$ cat config.mk
export PLATFORM = sky130hd
export DESIGN_NAME = timer_mch
export DESIGN_NICKNAME = d
export VERILOG_FILES = /design/src/rtl/timer_pkg.sv /design/src/rtl/timer_ch.sv /design/src/rtl/timer_mch.sv
export SDC_FILE = /design/constraint.sdc
export NUM_CORES = 1
export LEC_CHECK = 0
export CORE_MARGIN = 2
export CORE_UTILIZATION = 25
export CTS_BUF_LIST = sky130_fd_sc_hd__clkbuf_4 sky130_fd_sc_hd__clkbuf_8
export CTS_CLUSTER_DIAMETER = 150
export DETAILED_ROUTE_END_ITERATION = 6
export GPL_TIMING_DRIVEN = 1
export PLACE_DENSITY = 0.53
export REMOVE_ABC_BUFFERS = 1
export SLEW_MARGIN = 20
export SYNTH_ARGS = -nofsm -noshare
export SYNTH_HDL_FRONTEND = slang
export SYNTH_SLANG_ARGS = --single-unit
$ cat constraint.sdc
create_clock -name clk -period 2.6 [get_ports clk]
set_input_delay 0.65 -clock clk [delete_from_list [all_inputs] [get_ports clk]]
set_output_delay 0.65 -clock clk [all_outputs]
set_load 0.02 [all_outputs]
$ cat src/rtl/timer_pkg.sv
// Shared defaults and channel state encoding for the multi-channel compare timer.
package timer_pkg;

  localparam int DEF_WIDTH = 32;
  localparam int DEF_NCH   = 4;
  localparam int DEF_PRE_W = 16;

  typedef enum logic {
    CH_IDLE = 1'b0,
    CH_RUN  = 1'b1
  } ch_state_e;

endpackage

$ cat src/rtl/timer_ch.sv
// One compare channel: counts shared ticks while running, emits a one-cycle
// expiry pulse when its counter matches the live period value.
module timer_ch
  import timer_pkg::*;
#(
  parameter int WIDTH = DEF_WIDTH
) (
  input  logic             clk,
  input  logic             rst,
  input  logic             clr,
  input  logic             tick,
  input  logic [WIDTH-1:0] period,
  input  logic             oneshot,
  input  logic             start,
  input  logic             stop,
  output logic             pulse,
  output logic             busy
);

  ch_state_e        state_q, state_d;
  logic [WIDTH-1:0] cnt_q, cnt_d;
  logic             pulse_d;

  // Priority: clr > stop > start > tick-driven counting.
  always_comb begin
    // NOTE: every signal written here gets a default first, so no path can infer a latch.
    state_d = state_q;
    cnt_d   = cnt_q;
    pulse_d = 1'b0;
    if (clr) begin
      state_d = CH_IDLE;
      cnt_d   = '0;
    end else if (stop) begin
      state_d = CH_IDLE;
    end else if (start) begin
      state_d = CH_RUN;
      cnt_d   = '0;
    end else if (state_q == CH_RUN && tick) begin
      if (cnt_q == period) begin
        cnt_d   = '0;
        pulse_d = 1'b1;
        if (oneshot) state_d = CH_IDLE;
      end else begin
        // A period below the current count lets this wrap through all-ones.
        cnt_d = cnt_q + WIDTH'(1);
      end
    end
  end

  always_ff @(posedge clk) begin
    // NOTE: flops use non-blocking assignments so every register samples pre-edge values.
    if (rst) begin
      state_q <= CH_IDLE;
      cnt_q   <= '0;
      pulse   <= 1'b0;
    end else begin
      state_q <= state_d;
      cnt_q   <= cnt_d;
      pulse   <= pulse_d;
    end
  end

  assign busy = (state_q == CH_RUN);

endmodule

$ cat src/rtl/timer_mch.sv
// Multi-channel timer: shared prescaler and free-running main counter,
// driving NCH independent compare channels from one internal tick.
module timer_mch
  import timer_pkg::*;
#(
  parameter int WIDTH = DEF_WIDTH,
  parameter int NCH   = DEF_NCH,
  parameter int PRE_W = DEF_PRE_W
) (
  input  logic                 clk,
  input  logic                 rst,
  input  logic                 clr,
  input  logic                 ena,
  input  logic [PRE_W-1:0]     prescale,
  input  logic [NCH*WIDTH-1:0] period,
  input  logic [NCH-1:0]       oneshot,
  input  logic [NCH-1:0]       ch_start,
  input  logic [NCH-1:0]       ch_stop,
  output logic [WIDTH-1:0]     count,
  output logic                 tick,
  output logic                 pulse_full,
  output logic [NCH-1:0]       ch_pulse,
  output logic [NCH-1:0]       ch_busy
);

  logic [PRE_W-1:0] pre_q;
  logic             tick_int;

  // Only an exact match ticks; a value left above a lowered prescale just restarts.
  assign tick_int = ena && !clr && (pre_q == prescale);

  always_ff @(posedge clk) begin
    if (rst || clr) begin
      pre_q      <= '0;
      count      <= '0;
      tick       <= 1'b0;
      pulse_full <= 1'b0;
    end else begin
      tick       <= tick_int;
      pulse_full <= tick_int && (count == '1);
      if (ena) pre_q <= (pre_q >= prescale) ? '0 : pre_q + PRE_W'(1);
      if (tick_int) count <= count + WIDTH'(1);
    end
  end

  for (genvar i = 0; i < NCH; i++) begin : g_ch
    timer_ch #(
      .WIDTH(WIDTH)
    ) u_ch (
      .clk    (clk),
      .rst    (rst),
      .clr    (clr),
      .tick   (tick_int),
      .period (period[i*WIDTH +: WIDTH]),
      .oneshot(oneshot[i]),
      .start  (ch_start[i]),
      .stop   (ch_stop[i]),
      .pulse  (ch_pulse[i]),
      .busy   (ch_busy[i])
    );
  end

endmodule

[Word level (Yosys, flattened, before mapping)]
Index checks and enable logic that the tools add are counted.
Cells by class
  equality and inequality tests: 6
  mux-type cells: 33
  add/sub/neg operators: 6
  bitwise logic cells: 8
  magnitude comparators: 1
  reductions and logical operators: 38
Operators with widths (count)
  32-bit two-way mux: 12
  32-bit by 1-bit adder with 32-bit output, second input constant: 5
  32-bit equality test: 4
  32-bit equality test, second input constant: 1
  2-bit nonzero test: 12
  1-bit two-way mux: 20
  5-bit OR reduction: 4
  16-bit by 1-bit adder with 16-bit output, second input constant: 1
  16-bit equality test: 1
  16-bit greater-or-equal comparator: 1
  16-bit two-way mux: 1
  3-bit AND reduction: 4
  3-bit OR reduction: 4
  1-bit NOT: 8
  2-bit AND reduction: 4
  1-bit logical AND: 7
  2-bit OR reduction: 1
  1-bit logical NOT: 1
  1-bit logical OR: 1
Storage, ports and cells
  output and inout bits: 42
  register bits: 186

[Logic depth before layout (Yosys ltp)]
  depth in word-level cells: 6
  mapped depth: 11
  mapped depth without buffers: 8

[Cells and area by module]
Synthesis repeated with hierarchy kept, for this count alone.
Second synthesis, totals
  cell total of the unflattened synthesis: 1233
  area total of the unflattened synthesis: 11095.6 sq um
By module, submodules not included
  timer_ch: cells an instance 229, sequential area each 680.7 sq um, times used 4, area an instance 2113.3 sq um
  timer_mch: cells an instance 317, sequential area each 1001.0 sq um, times used 1, area an instance 2642.5 sq um

[Worst setup path before layout]
OpenSTA, ideal clock, no wires.
  kind: input port to flip-flop
  start: input port prescale[13]
  end: register g_ch[0].u_ch.cnt_q[10]
  stages: 10
  slack: -0.098 ns
  arrival time: 2.580 ns
  path buffers: 3
  required time: 2.482 ns
  cell sequence: inv_1 > ha_1 > nand4_2 > or3_1 > buf_2 > o32a_1 > buf_6 > o21ai_1 > buf_2 > nor2_1
Between the ends
  longest elaborated chain between the ends: 5
Ends and longest elaborated chain
  from (decl): line timer_mch.sv:14  | input logic [PRE_W-1:0] prescale,
  16-bit equality test: line timer_mch.sv:30  | assign tick_int = ena && !clr && (pre_q == prescale);
  1-bit logical AND: line timer_mch.sv:30
  1-bit logical AND: line timer_ch.sv:38  | end else if (state_q == CH_RUN && tick) begin
  2-bit nonzero test (no source line)
  2-bit AND reduction (no source line)
  to (signal assigned): line timer_ch.sv:58  | cnt_q <= cnt_d;
  to (decl): line timer_ch.sv:21  | logic [WIDTH-1:0] cnt_q, cnt_d;
No other way between the ends.
A chain may end at the register's enable or synchronous reset.

[Worst setup path in the final report]
  start: input port prescale[2]
  end: register g_ch[3].u_ch.cnt_q[27]
Between the ends
  longest elaborated chain between the ends: 5
Ends and longest elaborated chain (line)
  16-bit equality test: timer_mch.sv:30
  1-bit logical AND: timer_mch.sv:30
  1-bit logical AND: timer_ch.sv:38
  2-bit nonzero test (no source line)
  2-bit AND reduction (no source line)
  to (signal assigned): timer_ch.sv:58
  to (decl): timer_ch.sv:21
No other way between the ends.

==> metrics.md <==
| Metric | Value |
|---|---|
| Post-route ant nets | `0` |
| Worst reg-to-reg setup slack | `roughly 0.22 ns` |
| Max Cap Viol | `0` |
| Synth Warn # | `0` |
| PD cells | `382 mW/mm^2` |
| Most common cell after layout, fill and taps aside | `xnor2_1` |
| Post-Synth Adder-Cell Area | `0.0256` |
| # diodes | `0` |
| Clock power frac | `0.386` |
| RSZ-0062 raised after global routing | `no` |
| CTS clk-pin slew, worst paths | `between 0.1 and 0.15 ns` |
| DR vias | `roughly 10000` |
| Synth Area in Simple Gates | `0.301` |
| Critical Path Sink Type | `flip-flop` |
| Layout cell share with drive strength beyond 1 | `0.132` |
| CORE AREA | `about 0.042 sq mm` |
| Initial Util | `0.255` |
| Switching part of the total power | `0.266` |
| Flop pwr share | `0.496` |
| Sw power | `roughly 1500 uW` |
| Die Y | `211 um` |
| Row cnt | `75` |
| Hold Crit Class | `reg2reg` |
| Largest family of logic cells by synthesized area | `simple AND/OR/NAND/NOR gates` |
| Skew-Pair Late Insertion Delay | `about 0.53 ns` |
| Max FO, Critical Path | `28` |
| Leak | `approximately 0.0050 uW` |
| Endpoints failing setup | `0` |
| Post-synthesis register bit count | `~190` |
| Final Hold Violating Endpoints | `0` |
| CTS buffer count | `17` |
| Pint | `4230 uW` |
| Synth Area in Compound Gates | `0.0590` |
| Port buffer count | `201` |
| I/O pin cnt | `between 200 and 250` |
| CTS sink cnt | `~190` |
| Iteration-0 DRC Markers | `650` |
| Primary FF master, synth | `dfxtp_1` |
| Initial antenna violation count | `1` |
| Vias in the first global route | `9723` |
| Post-route non-filler standard cell count | `between 2000 and 2500` |
| Outcome | `complete, no violations` |
| Placer Congestion | `0.821` |
| Vias per Instance | `roughly 4.7` |
| Worst setup path category | `in2reg` |
| Post-synth EDFFs | `0` |
| CP Data Arrival Time | `2.98 ns` |
| Cells on worst reg2reg path | `10` |
| Worst slew margin | `0.641` |
| CTS H-tree depth | `4` |
| Logic pwr share | `0.118` |
| Routed WL | `33300 um` |
| Clk_skew | `about 0.021 ns` |
| Largest net degree at the start of global routing | `35` |
| Number of distinct library cells after synthesis | `between 50 and 60` |
| CTS tree | `yes` |
| Pins Over Slew Limit | `0` |
| Mux cell area share after synthesis | `0.00186` |
| Startpoint Class | `primary input` |
| CP Data Required Time | `about 3 ns` |
| # DRC | `0` |
| Synth Area in XOR/XNOR | `0.218` |
| Clock tree buffer depth | `2` |
| DP Cell Count | `between 2000 and 2500` |
| Fin nets | `~1800` |
| Worst hold path cell count | `2` |
| Die width | `211 um` |
| Cells after Synth | `approximately 1300` |
| Synth async-reset ratio | `0` |
| Sequential share of the synthesized area | `0.346` |
| Total GRT Usage | `0.147` |
| Die area | `0.0447 sq mm` |
| Grt total ovfl | `0` |
| Design Area, Final | `between 0.015 and 0.02 sq mm` |
| Max VDD drop | `297 uV` |
| Drt pass-1 iters | `5` |
| DP Area | `0.0140 sq mm` |
| Mapped cell area | `around 0.011 sq mm` |
| Highest clock rate | `around 400 MHz` |
| Period utilisation layout | `0.968` |
| Post-route minimum period | `roughly 2.5 ns` |
| Most frequent cells in the layout | `212 x xnor2_1, 189 x clkdlybuf4s50_1, 186 x dfxtp_1, 177 x nor2_1, 102 x nand4_1` |
| Per-cell routed wire length | `between 15 and 20 um` |
| First-pass GRT wire length | `a little over 50000 um` |
| Clock root cell | `clkbuf_8` |
| Mapped Avg Cell Area | `8.11 sq um` |
| Area grow syn2layout | `40.3%` |
| Hpwl dp | `25000 um` |
| Slew @ Worst Pin | `around 0.54 ns` |
[worst max-delay path, cell delays in order]
cell             delay [ns]
clkdlybuf4s50_1        0.47
inv_1                  0.05
ha_1                   0.30
and4_1                 0.19
and2_4                 0.18
buf_4                  0.16
a32oi_4                0.36
clkbuf_16              0.25
o21ai_2                0.08
buf_12                 0.17
nor2_1                 0.12
[state kept, by name, indices dropped and copies added (netlist names)]
register,flops
g_ch.u_ch.pulse,4
tick,1
g_ch.u_ch.cnt_q,128
count,32
pulse_full,1
g_ch.u_ch.busy,4
pre_q,16
[power groups by stage]
| stage | clock network [uW] | logic, uW | registers, uW |
|---|---|---|---|
| 3_5_place_dp | 0 | 645 | 2930 |
| 5_1_grt | 2430 | 730 | 2860 |
| 6_report | 2230 | 679 | 2860 |
| 4_1_cts | 2320 | 656 | 2860 |
| 2_1_floorplan | 0 | 217 | 2930 |
| 3_3_place_gp | 0 | 642 | 2930 |
[through the flow]
| stage | hold slack, ns | setup slack [ns] | utilization | TNS (ns) | power, uW |
|---|---|---|---|---|---|
| CTS | 0.503 | -0.0342 | 0.345 | -0.0942 | 5840 |
| global route | 0.537 | 0.0156 | 0.357 | 0 | 6020 |
| detailed placement | 0.483 | -0.783 | 0.330 | -104.89 | 3570 |
| finish | 0.504 | 0.0834 | 0.357 | 0 | 5770 |
| floorplan | 0.469 | -1.04 | - | -73.38 | 3140 |
| global placement | 0.479 | -0.774 | 0.330 | -100.80 | 3570 |
[what timing repair did]
item | 4_1_cts | 5_1_grt
hold buffers | 0 | 0
resized for setup | 28 | 78
setup endpoints to repair | 73 | 172
pin swaps | 5 | 32
setup buffers | 2 | 1
cloned | 0 | 4
[cells by family after synthesis]
logic type	Yosys count
fa+ha+maj	22
simple gates	629
xor+xnor	268
compound gates	101
flops	186
mux	2
buf+inv	118
[final cells by class]
class                      instances  area, sq um
tap                              539          674
timing repair buffer             303         2990
sequential                       186         3720
fill                            4368        27100
clock inverter                    15          205
clock buffer                      17          234
multi-input combinational       1022         7070
inverter                          50          188
[worst paths after layout]
path	startpoint	endpoint
setup / recovery	prescale[2]	g_ch[3].u_ch.cnt_q[27]
hold / removal	g_ch[2].u_ch.busy	g_ch[2].u_ch.pulse
setup reg to reg	pre_q[0]	g_ch[3].u_ch.cnt_q[27]
hold reg to reg	g_ch[2].u_ch.busy	g_ch[2].u_ch.pulse
[per-layer routing]
layer | vias up | wire length (um) | track usage
met3 | 25 | 1620 | 0.0301
met1 | 4709 | 15500 | 0.196
li1 | 5100 | - | -
met2 | 242 | 15700 | 0.243
met4 | 2 | 411 | 0.0386
met5 | - | 12 | 0
[cells in the mapped netlist (25+ instances only)]
library cell / instances / area share
a21oi_1: 26 / 0.012
xnor2_1: 212 / 0.17
nand2_1: 85 / 0.030
inv_1: 50 / 0.017
o21ai_0: 34 / 0.016
nor4_1: 43 / 0.025
and3_1: 25 / 0.015
nor3_1: 58 / 0.027
nand4_1: 102 / 0.059
clkbuf_1: 38 / 0.013
nand3_1: 74 / 0.034
nor2_1: 179 / 0.063
xor2_1: 56 / 0.046
dfxtp_1: 186 / 0.35
Note: power is estimated with default switching activity, not from simulation.
